--- src/rtl/mem_port_arbiter_pkg.sv ---
// Shared CNN package: datapath widths, requester indices and arbiter state encoding.
package mem_port_arbiter_pkg;

    localparam int unsigned DATA_SZ = 16;
    localparam int unsigned ADDR_SZ = 16;

    // Requester slots on the shared memory port
    localparam int unsigned REQ_BIAS_LD = 0;
    localparam int unsigned REQ_BIAS_WR = 1;
    localparam int unsigned REQ_CONV    = 2;

    typedef enum logic {
        StIdle,
        StOwned
    } arb_state_e;

endpackage

--- src/rtl/mem_port_arbiter_rr_pick.sv ---
// Round-robin winner search: first requester with req high, starting after last_owner.
module mem_port_arbiter_rr_pick #(
    parameter int unsigned NUM_REQ = 3,
    parameter int unsigned IDX_W   = 2
) (
    input  logic [NUM_REQ-1:0] req,
    input  logic [IDX_W-1:0]   last_owner,
    output logic               valid,
    output logic [IDX_W-1:0]   index
);

    logic [IDX_W-1:0] cand;

    // Walk NUM_REQ slots from last_owner+1 with wrap; last_owner itself is visited last
    always_comb begin
        valid = 1'b0;
        index = '0;
        cand  = last_owner;
        for (int i = 0; i < NUM_REQ; i++) begin
            if (cand == IDX_W'(NUM_REQ - 1)) begin
                cand = '0;
            end else begin
                cand = cand + 1'b1;
            end
            if (!valid && req[cand]) begin
                valid = 1'b1;
                index = cand;
            end
        end
    end

endmodule

--- src/rtl/mem_port_arbiter.sv ---
// Round-robin arbiter sharing one single-port RAM among NUM_REQ requesters, with
// optional grant locking capped at MAX_HOLD consecutive transfers.
module mem_port_arbiter #(
    parameter int unsigned NUM_REQ  = 3,
    parameter int unsigned DATA_SZ  = mem_port_arbiter_pkg::DATA_SZ,
    parameter int unsigned ADDR_SZ  = mem_port_arbiter_pkg::ADDR_SZ,
    parameter int unsigned MAX_HOLD = 25,
    localparam int unsigned IDX_W   = (NUM_REQ > 1) ? $clog2(NUM_REQ) : 1
) (
    input  logic                            clk,
    input  logic                            reset,
    input  logic [NUM_REQ-1:0]              req,
    input  logic [NUM_REQ-1:0]              lock,
    input  logic [NUM_REQ-1:0]              we,
    input  logic [NUM_REQ-1:0][ADDR_SZ-1:0] addr,
    input  logic [NUM_REQ-1:0][DATA_SZ-1:0] wdata,
    output logic [NUM_REQ-1:0]              grant,
    output logic [NUM_REQ-1:0]              rvalid,
    output logic [DATA_SZ-1:0]              rdata,
    output logic [ADDR_SZ-1:0]              mem_addr,
    output logic [DATA_SZ-1:0]              mem_wdata,
    output logic                            mem_we,
    output logic                            mem_re,
    input  logic [DATA_SZ-1:0]              mem_rdata,
    output logic                            busy,
    output logic [IDX_W-1:0]                owner
);

    import mem_port_arbiter_pkg::*;

    localparam int unsigned HOLD_W = $clog2(MAX_HOLD + 1);

    arb_state_e          state_q;
    logic [NUM_REQ-1:0]  grant_q;
    logic [NUM_REQ-1:0]  rvalid_q;
    logic [IDX_W-1:0]    owner_q;
    logic [IDX_W-1:0]    last_owner_q;
    logic [HOLD_W-1:0]   hold_cnt_q;

    logic [NUM_REQ-1:0]  xfer;
    logic                xfer_any;
    logic                locked_xfer;
    logic                hold_room;
    logic                sole_req;
    logic                keep;
    logic                pick_valid;
    logic [IDX_W-1:0]    pick_index;

    assign xfer     = grant_q & req;
    assign xfer_any = |xfer;

    // Owner is the only granted bit, so req[owner] implies a transfer this cycle
    assign locked_xfer = (state_q == StOwned) && req[owner_q] && lock[owner_q];
    assign hold_room   = (32'(hold_cnt_q) + 32'd1) < MAX_HOLD;
    assign sole_req    = (req == grant_q);
    assign keep        = (locked_xfer && hold_room) || sole_req;

    assign grant  = grant_q;
    assign rvalid = rvalid_q;
    assign owner  = owner_q;
    assign busy   = |grant_q;
    assign rdata  = mem_rdata;

    mem_port_arbiter_rr_pick #(
        .NUM_REQ (NUM_REQ),
        .IDX_W   (IDX_W)
    ) u_rr_pick (
        .req        (req),
        .last_owner (last_owner_q),
        .valid      (pick_valid),
        .index      (pick_index)
    );

    // RAM controls follow the owner only while it is actually transferring
    always_comb begin
        mem_addr  = '0;
        mem_wdata = '0;
        mem_we    = 1'b0;
        mem_re    = 1'b0;
        if (xfer_any) begin
            mem_addr  = addr[owner_q];
            mem_wdata = wdata[owner_q];
            mem_we    = we[owner_q];
            mem_re    = ~we[owner_q];
        end
    end

    // Grant FSM with registered grant/owner/rvalid and the lock hold counter
    always_ff @(posedge clk or posedge reset) begin
        if (reset) begin
            state_q      <= StIdle;
            grant_q      <= '0;
            rvalid_q     <= '0;
            owner_q      <= '0;
            last_owner_q <= IDX_W'(NUM_REQ - 1);
            hold_cnt_q   <= '0;
        end else begin
            rvalid_q <= xfer & ~we;
            case (state_q)
                StIdle: begin
                    if (pick_valid) begin
                        state_q      <= StOwned;
                        grant_q      <= NUM_REQ'(1) << pick_index;
                        owner_q      <= pick_index;
                        last_owner_q <= pick_index;
                        hold_cnt_q   <= '0;
                    end
                end
                StOwned: begin
                    if (keep) begin
                        // Count only locked transfers; saturate when kept as sole requester
                        if (locked_xfer && hold_room) begin
                            hold_cnt_q <= hold_cnt_q + 1'b1;
                        end else if (!locked_xfer) begin
                            hold_cnt_q <= '0;
                        end
                    end else if (pick_valid) begin
                        grant_q      <= NUM_REQ'(1) << pick_index;
                        owner_q      <= pick_index;
                        last_owner_q <= pick_index;
                        hold_cnt_q   <= '0;
                    end else begin
                        state_q    <= StIdle;
                        grant_q    <= '0;
                        owner_q    <= '0;
                        hold_cnt_q <= '0;
                    end
                end
                default: begin
                    state_q <= StIdle;
                    grant_q <= '0;
                end
            endcase
        end
    end

endmodule

--- config.mk ---
export PLATFORM = sky130hd
export DESIGN_NAME = mem_port_arbiter
export DESIGN_NICKNAME = d
export VERILOG_FILES = /design/src/rtl/mem_port_arbiter_pkg.sv /design/src/rtl/mem_port_arbiter_rr_pick.sv /design/src/rtl/mem_port_arbiter.sv
export SDC_FILE = /design/constraint.sdc
export NUM_CORES = 1
export LEC_CHECK = 0
export ABC_AREA = 1
export ABC_CLOCK_PERIOD_IN_PS = 1900
export CAP_MARGIN = 20
export CELL_PAD_IN_SITES_DETAIL_PLACEMENT = 0
export CELL_PAD_IN_SITES_GLOBAL_PLACEMENT = 1
export CORE_ASPECT_RATIO = 1.25
export CORE_MARGIN = 2
export CORE_UTILIZATION = 19
export CTS_CLUSTER_DIAMETER = 40
export DETAILED_ROUTE_END_ITERATION = 10
export GPL_TIMING_DRIVEN = 0
export PLACE_DENSITY = 0.8
export SLEW_MARGIN = 0
export SYNTH_ARGS = -nofsm -noshare
export SYNTH_HDL_FRONTEND = slang
export SYNTH_HIERARCHICAL = 1
export SYNTH_SLANG_ARGS = --single-unit
export TNS_END_PERCENT = 50
--- constraint.sdc ---
create_clock -name clk -period 1.9 [get_ports clk]
set_input_delay 0.19 -clock clk [delete_from_list [all_inputs] [get_ports clk]]
set_output_delay 0.19 -clock clk [all_outputs]
set_load 0.02 [all_outputs]
# Word level (Yosys, flattened, before mapping)
# Index checks and enable logic that the tools add are counted.
[totals]
reg_bits = 16
out_inout_bits = 59
wordCells = 89
[classes]
add_sub_neg = 5
order_cmp = 5
eq_ne = 7
shifts = 1
muxes = 48
bitwise = 5
reduce_logical = 12
[ops]
columns = ["operator", "n"]
rows = [
  ["$bmux 16 s2", 2],
  ["$mux 16", 4],
  ["$mux 2", 11],
  ["$mux 5", 4],
  ["$mux 1", 13],
  ["$bmux 1 s2", 6],
  ["$lt 2x3->1 const B", 4],
  ["$pmux 5 s2", 1],
  ["$mux 3", 3],
  ["$pmux 2 s2", 2],
  ["$add 2x1->2 const B", 3],
  ["$add 5x1->6 const B", 1],
  ["$and 3x3->3", 2],
  ["$eq 2x2->1 const B", 3],
  ["$lt 6x5->1 const B", 1],
  ["$pmux 3 s2", 1],
  ["$reduce_or 3->1", 2],
  ["$add 5x1->5 const B", 1],
  ["$logic_and 1x1->1", 5],
  ["$ne 2x2->1 const B", 2],
  ["$ne 4x3->1 const B", 1],
  ["$reduce_and 2->1", 2],
  ["$eq 3x3->1", 1],
  ["$not 3->3", 1],
  ["other kinds (5)", 7],
]

# Longest topological paths before layout
[depth]
depth_word = 15
depth_mapped = 12

# Cells and area by module
# The synthesis kept the hierarchy.
[modules_own_cells]
columns = ["mod", "instances", "cells_per_inst", "area_each_um2", "seq_area_each_um2"]
rows = [
  ["mem_port_arbiter", 1, 311, 1816.7, 401.6],
  ["mem_port_arbiter_rr_pick", 1, 34, 160.2, 0.0],
]

# Worst setup path after synthesis
# Ideal clock, no wire load.
[synth_timing]
path_kind = "register -> output"
startpoint = "reg grant_q[1] (netlist: grant[1])"
endpoint = "out mem_addr[10]"
t_arrival_ns = 1.469
required_time_ns = 1.710
path_slack_ns = 0.241
path_stages_with_launch = 5
cell_sequence = "dfrtp_1 > ha_1 > nor3_2 > clkbuf_1 > a21oi_1"
[synth_between]
elab_chain_cells = 3
[synth_rtl]
columns = ["item", "line_no", "rtl"]
rows = [
  ["start: declaration", "mem_port_arbiter.sv:34", "logic [NUM_REQ-1:0] grant_q;"],
  ["start signal: assignment", "mem_port_arbiter.sv:103", "grant_q <= NUM_REQ'(1) << pick_index;"],
  ["start signal: assignment", "mem_port_arbiter.sv:118", "grant_q <= NUM_REQ'(1) << pick_index;"],
  ["$and 3x3->3", "mem_port_arbiter.sv:49", "assign xfer = grant_q & req;"],
  ["$reduce_or 3->1", "mem_port_arbiter.sv:50", "assign xfer_any = |xfer;"],
  ["$mux 16", "mem_port_arbiter.sv:80", "if (xfer_any) begin"],
  ["end: declaration", "mem_port_arbiter.sv:20", "output logic [ADDR_SZ-1:0] mem_addr,"],
]
# Every way passes these cells.

# Final worst setup path
[layout_timing]
startpoint = "reg owner_q[1] (netlist: owner[1])"
endpoint = "out mem_wdata[13]"
[layout_between]
elab_chain_cells = 3
[layout_rtl]
columns = ["item", "line_no", "rtl"]
rows = [
  ["start: declaration", "mem_port_arbiter.sv:36", "logic [IDX_W-1:0] owner_q;"],
  ["start signal: assignment", "mem_port_arbiter.sv:104", "owner_q <= pick_index;"],
  ["start signal: assignment", "mem_port_arbiter.sv:119", "owner_q <= pick_index;"],
  ["$bmux 16 s2", "mem_port_arbiter.sv:82", "mem_wdata = wdata[owner_q];"],
  ["$mux 16 (implied by the code)", "mem_port_arbiter.sv:82", ""],
  ["$mux 16", "mem_port_arbiter.sv:80", ""],
  ["end: declaration", "mem_port_arbiter.sv:21", "output logic [DATA_SZ-1:0] mem_wdata,"],
]
# Every way passes these cells. The select of a mux whose other input is x is not followed.

==> run_results.csv <==
group,metric,value,unit
power_and_ir_drop,power.density,1110,nW/um^2
hold_path,hp-class,"primary input to asynchronous set/reset pin",
cts,clk_transition_reported_paths,50,ps
setup_path,arrival,1680,ps
yosys,ys_ff_latch,16,
finish,drive_gt1_share,20.5,%
floorplan,fp-row-count,41,
yosys,synth_fp_nets,472,
route,viasPerCell,4.37,
finish,stdcell_count,652,
cts,clockBufferDepth,2,
floorplan,die_h,118,um
setup_path,worstSetupStartpointType,"flop",
sta,fmax,536,MHz
cts,cts.hold.buffers_added,0,
yosys,synth.avg_cell_area,5.73,sq um
power_and_ir_drop,p_leak,1.83,nW
floorplan,die_x,95.2,um
yosys,netlist_area,1980,sq um
floorplan,io_pins,182,
cts,cts_buffers,3,
yosys,synth_cell_types,31,
global_routing,grt_remaining_overflow,0,
floorplan,start_util,19.6,%
yosys,ys_warn_count,6,
global_routing,grt_pass1_wl,13500,um
route,wl,9050,um
global_routing,grt_max_degree,17,
route,antenna_left,0,
global_routing,grt_pass1_vias,2759,
sta,fin_crit_sh,98.2,%
sta,setup_viol,0,
finish,fin_nets,651,
yosys,synth_top_area_cell,"dfrtp_1",
cts,cts_tree,"built",
yosys,synthArstFlopShare,100,%
floorplan,core_area,10100,sq um
sta,hold_violations,0,
route,drt_iter0_drc,50,
setup_path,crit_fanout,10,
yosys,yosysMostFrequentCell,"nand2_1",
yosys,syn_inst,345,
setup_path,crit_type,"flop to output pin",
yosys,synth-seq-area-share,20.3,%
status,status,"completed",
global_routing,antenna_found_initial,0,
sta,slew_viol_final,0,
cts,cts_root_buf,"clkbuf_16",
cts,htreeDepth,1,
finish,layout-area-overhead-vs-synth,98.7,%
global_routing,grt_usage,14.9,%
route,num_vias,2852,
placement,io_buffers,165,
sta,relSlewSlack,57.9,%
placement,dp_hpwl,7200,um
finish,fillers,1083,
yosys,synthTopCellsByCount,"nand2_1 (84), nor2_1 (77), a21oi_1 (34)",
sta,post-route-min-period,1870,ps
placement,dp_cells,639,
sta,rsz0062_at_grt,"true",
sta,holdWs,327,ps
setup_path,required,1710,ps
finish,antennaDiodeCount,0,
route,drc_errors,0,
sta,skew,1.40,ps
yosys,yosysTopAreaCellShare,19.0,%
yosys,synthFlopType,"dfrtp_1",
route,routedWlPerCell,13.9,um
placement,gp_congestion,0.819,
sta,worst_pin_slew,632,ps
cts,clock-sinks,16,
job,cap_violations,0,
power_and_ir_drop,peakVddDrop,0.000585,V
setup_path,crit_path_end_kind,"output pin",
cts,insertion_delay,240,ps
floorplan,die_area,11200,sq um
route,firstDrtPassIters,6,
yosys,synthTopCellsByArea,"dfrtp_1 (19%), nand2_1 (16%), nor2_1 (15%), a21oi_1 (8.6%), o21ai_0 (8.1%)",
yosys,synth-edff-count,0,
==> metrics by stage <==
step	util, %	setup WS, ps	instance area, sq um	total power, mW	TNS [ps]
after detailed placement	37.5	-1030	3790	3.85	-31310
final	38.9	33.6	3930	4.37	0
after CTS	39.6	-63.8	4000	4.39	-740
after global placement	37.5	-1060	3790	3.83	-31970
after floorplan	-	241	1980	2.47	0
after global routing	38.9	-80.1	3930	4.76	-177
==> cell usage in the layout, fill, tap and decap left out, drive strengths merged <==
cell / n
dfrtp: 15
nand4: 6
clkdlybuf4s15: 1
a21boi: 1
or2: 3
or3: 1
o21bai: 1
nor3: 1
dlymetal6s2s: 1
a21oi: 34
and2: 1
nor2: 81
clkbuf: 15
clkdlybuf4s50: 127
nand3: 16
dfstp: 1
a211oi: 1
xor2: 1
inv: 24
dlygate4sd2: 3
o21ai: 32
ha: 4
nand2: 86
o211ai: 3
buf: 64
==> timing repair <==
action,CTS,global route
cloned,0,1
setup endpoints to repair,34,44
gates resized for setup,125,57
buffers inserted,3,5
pin swaps,1,3
==> per-layer routing <==
| metal | vias to the layer above | wire (um) | GRT usage (%) | share of wire (%) |
|---|---|---|---|---|
| met4 | 0 | 117 | 2.90 | 1.3 |
| met3 | 10 | 815 | 2.82 | 9.0 |
| met2 | 114 | 4550 | 28.2 | 50 |
| li1 | 1450 | - | - | - |
| met1 | 1278 | 3560 | 16.7 | 39 |
| met5 | - | 0 | 0 | 0 |
==> final timing paths <==
kind                                                   from                   endpoint  slack [ps]  cells past startpoint
worst max-delay path                   owner[1]$_DFFE_PP0P_              mem_wdata[13]          30                      8
worst min-delay path                                  reset  hold_cnt_q[2]$_DFFE_PP0P_         330                      2
worst max register to register  last_owner_q[1]$_DFFE_PP1P_       owner[1]$_DFFE_PP0P_         140                      8
worst min register to register    hold_cnt_q[3]$_DFFE_PP0P_  hold_cnt_q[3]$_DFFE_PP0P_         500                      2
max in group asynchronous                             reset       grant[0]$_DFFE_PP0P_        1170                      2
min in group clk                  hold_cnt_q[3]$_DFFE_PP0P_  hold_cnt_q[3]$_DFFE_PP0P_         500                      2
==> registers in the layout (all words and copies together), names as in the netlist <==
name,cells
rvalid,3
last_owner_q,2
owner,2
hold_cnt_q,5
grant,3
state_q,1
==> power breakdown <==
part	internal [mW]	switching, mW
logic	1.42	1.94
registers	0.441	0.110
clock network	0.320	0.129
total	2.18	2.18
==> kinds of logic after synthesis <==
logic type	Yosys count	share of synthesized area (%)
AOI/OAI and AO/OA	72	19.2
xor gates and xnor gates	1	0.443
adders and majority gates	4	2.53
buffers and inverters	57	14.9
DFF	16	20.3
and+or+nand+nor	195	42.7
==> worst max-delay path: stages (launching register included) <==
cell	delay, ps
dfrtp_1	350
buf_6	140
inv_2	70
nor2_4	140
buf_4	140
buf_6	130
nand2_1	50
a21oi_1	130
clkdlybuf4s15_2	270
==> layout make-up <==
class | instances | area (sq um) | share of cell area [%]
Multi-Input combinational cell | 272 | 1330 | 33.7
Buffer | 33 | 272 | 6.91
Tap cell | 129 | 161 | 4.11
Timing Repair Buffer | 174 | 1590 | 40.5
Inverter | 24 | 90.1 | 2.29
Clock buffer | 4 | 88.8 | 2.26
Sequential cell | 16 | 402 | 10.2
Note: power is estimated with default switching activity, not from simulation.
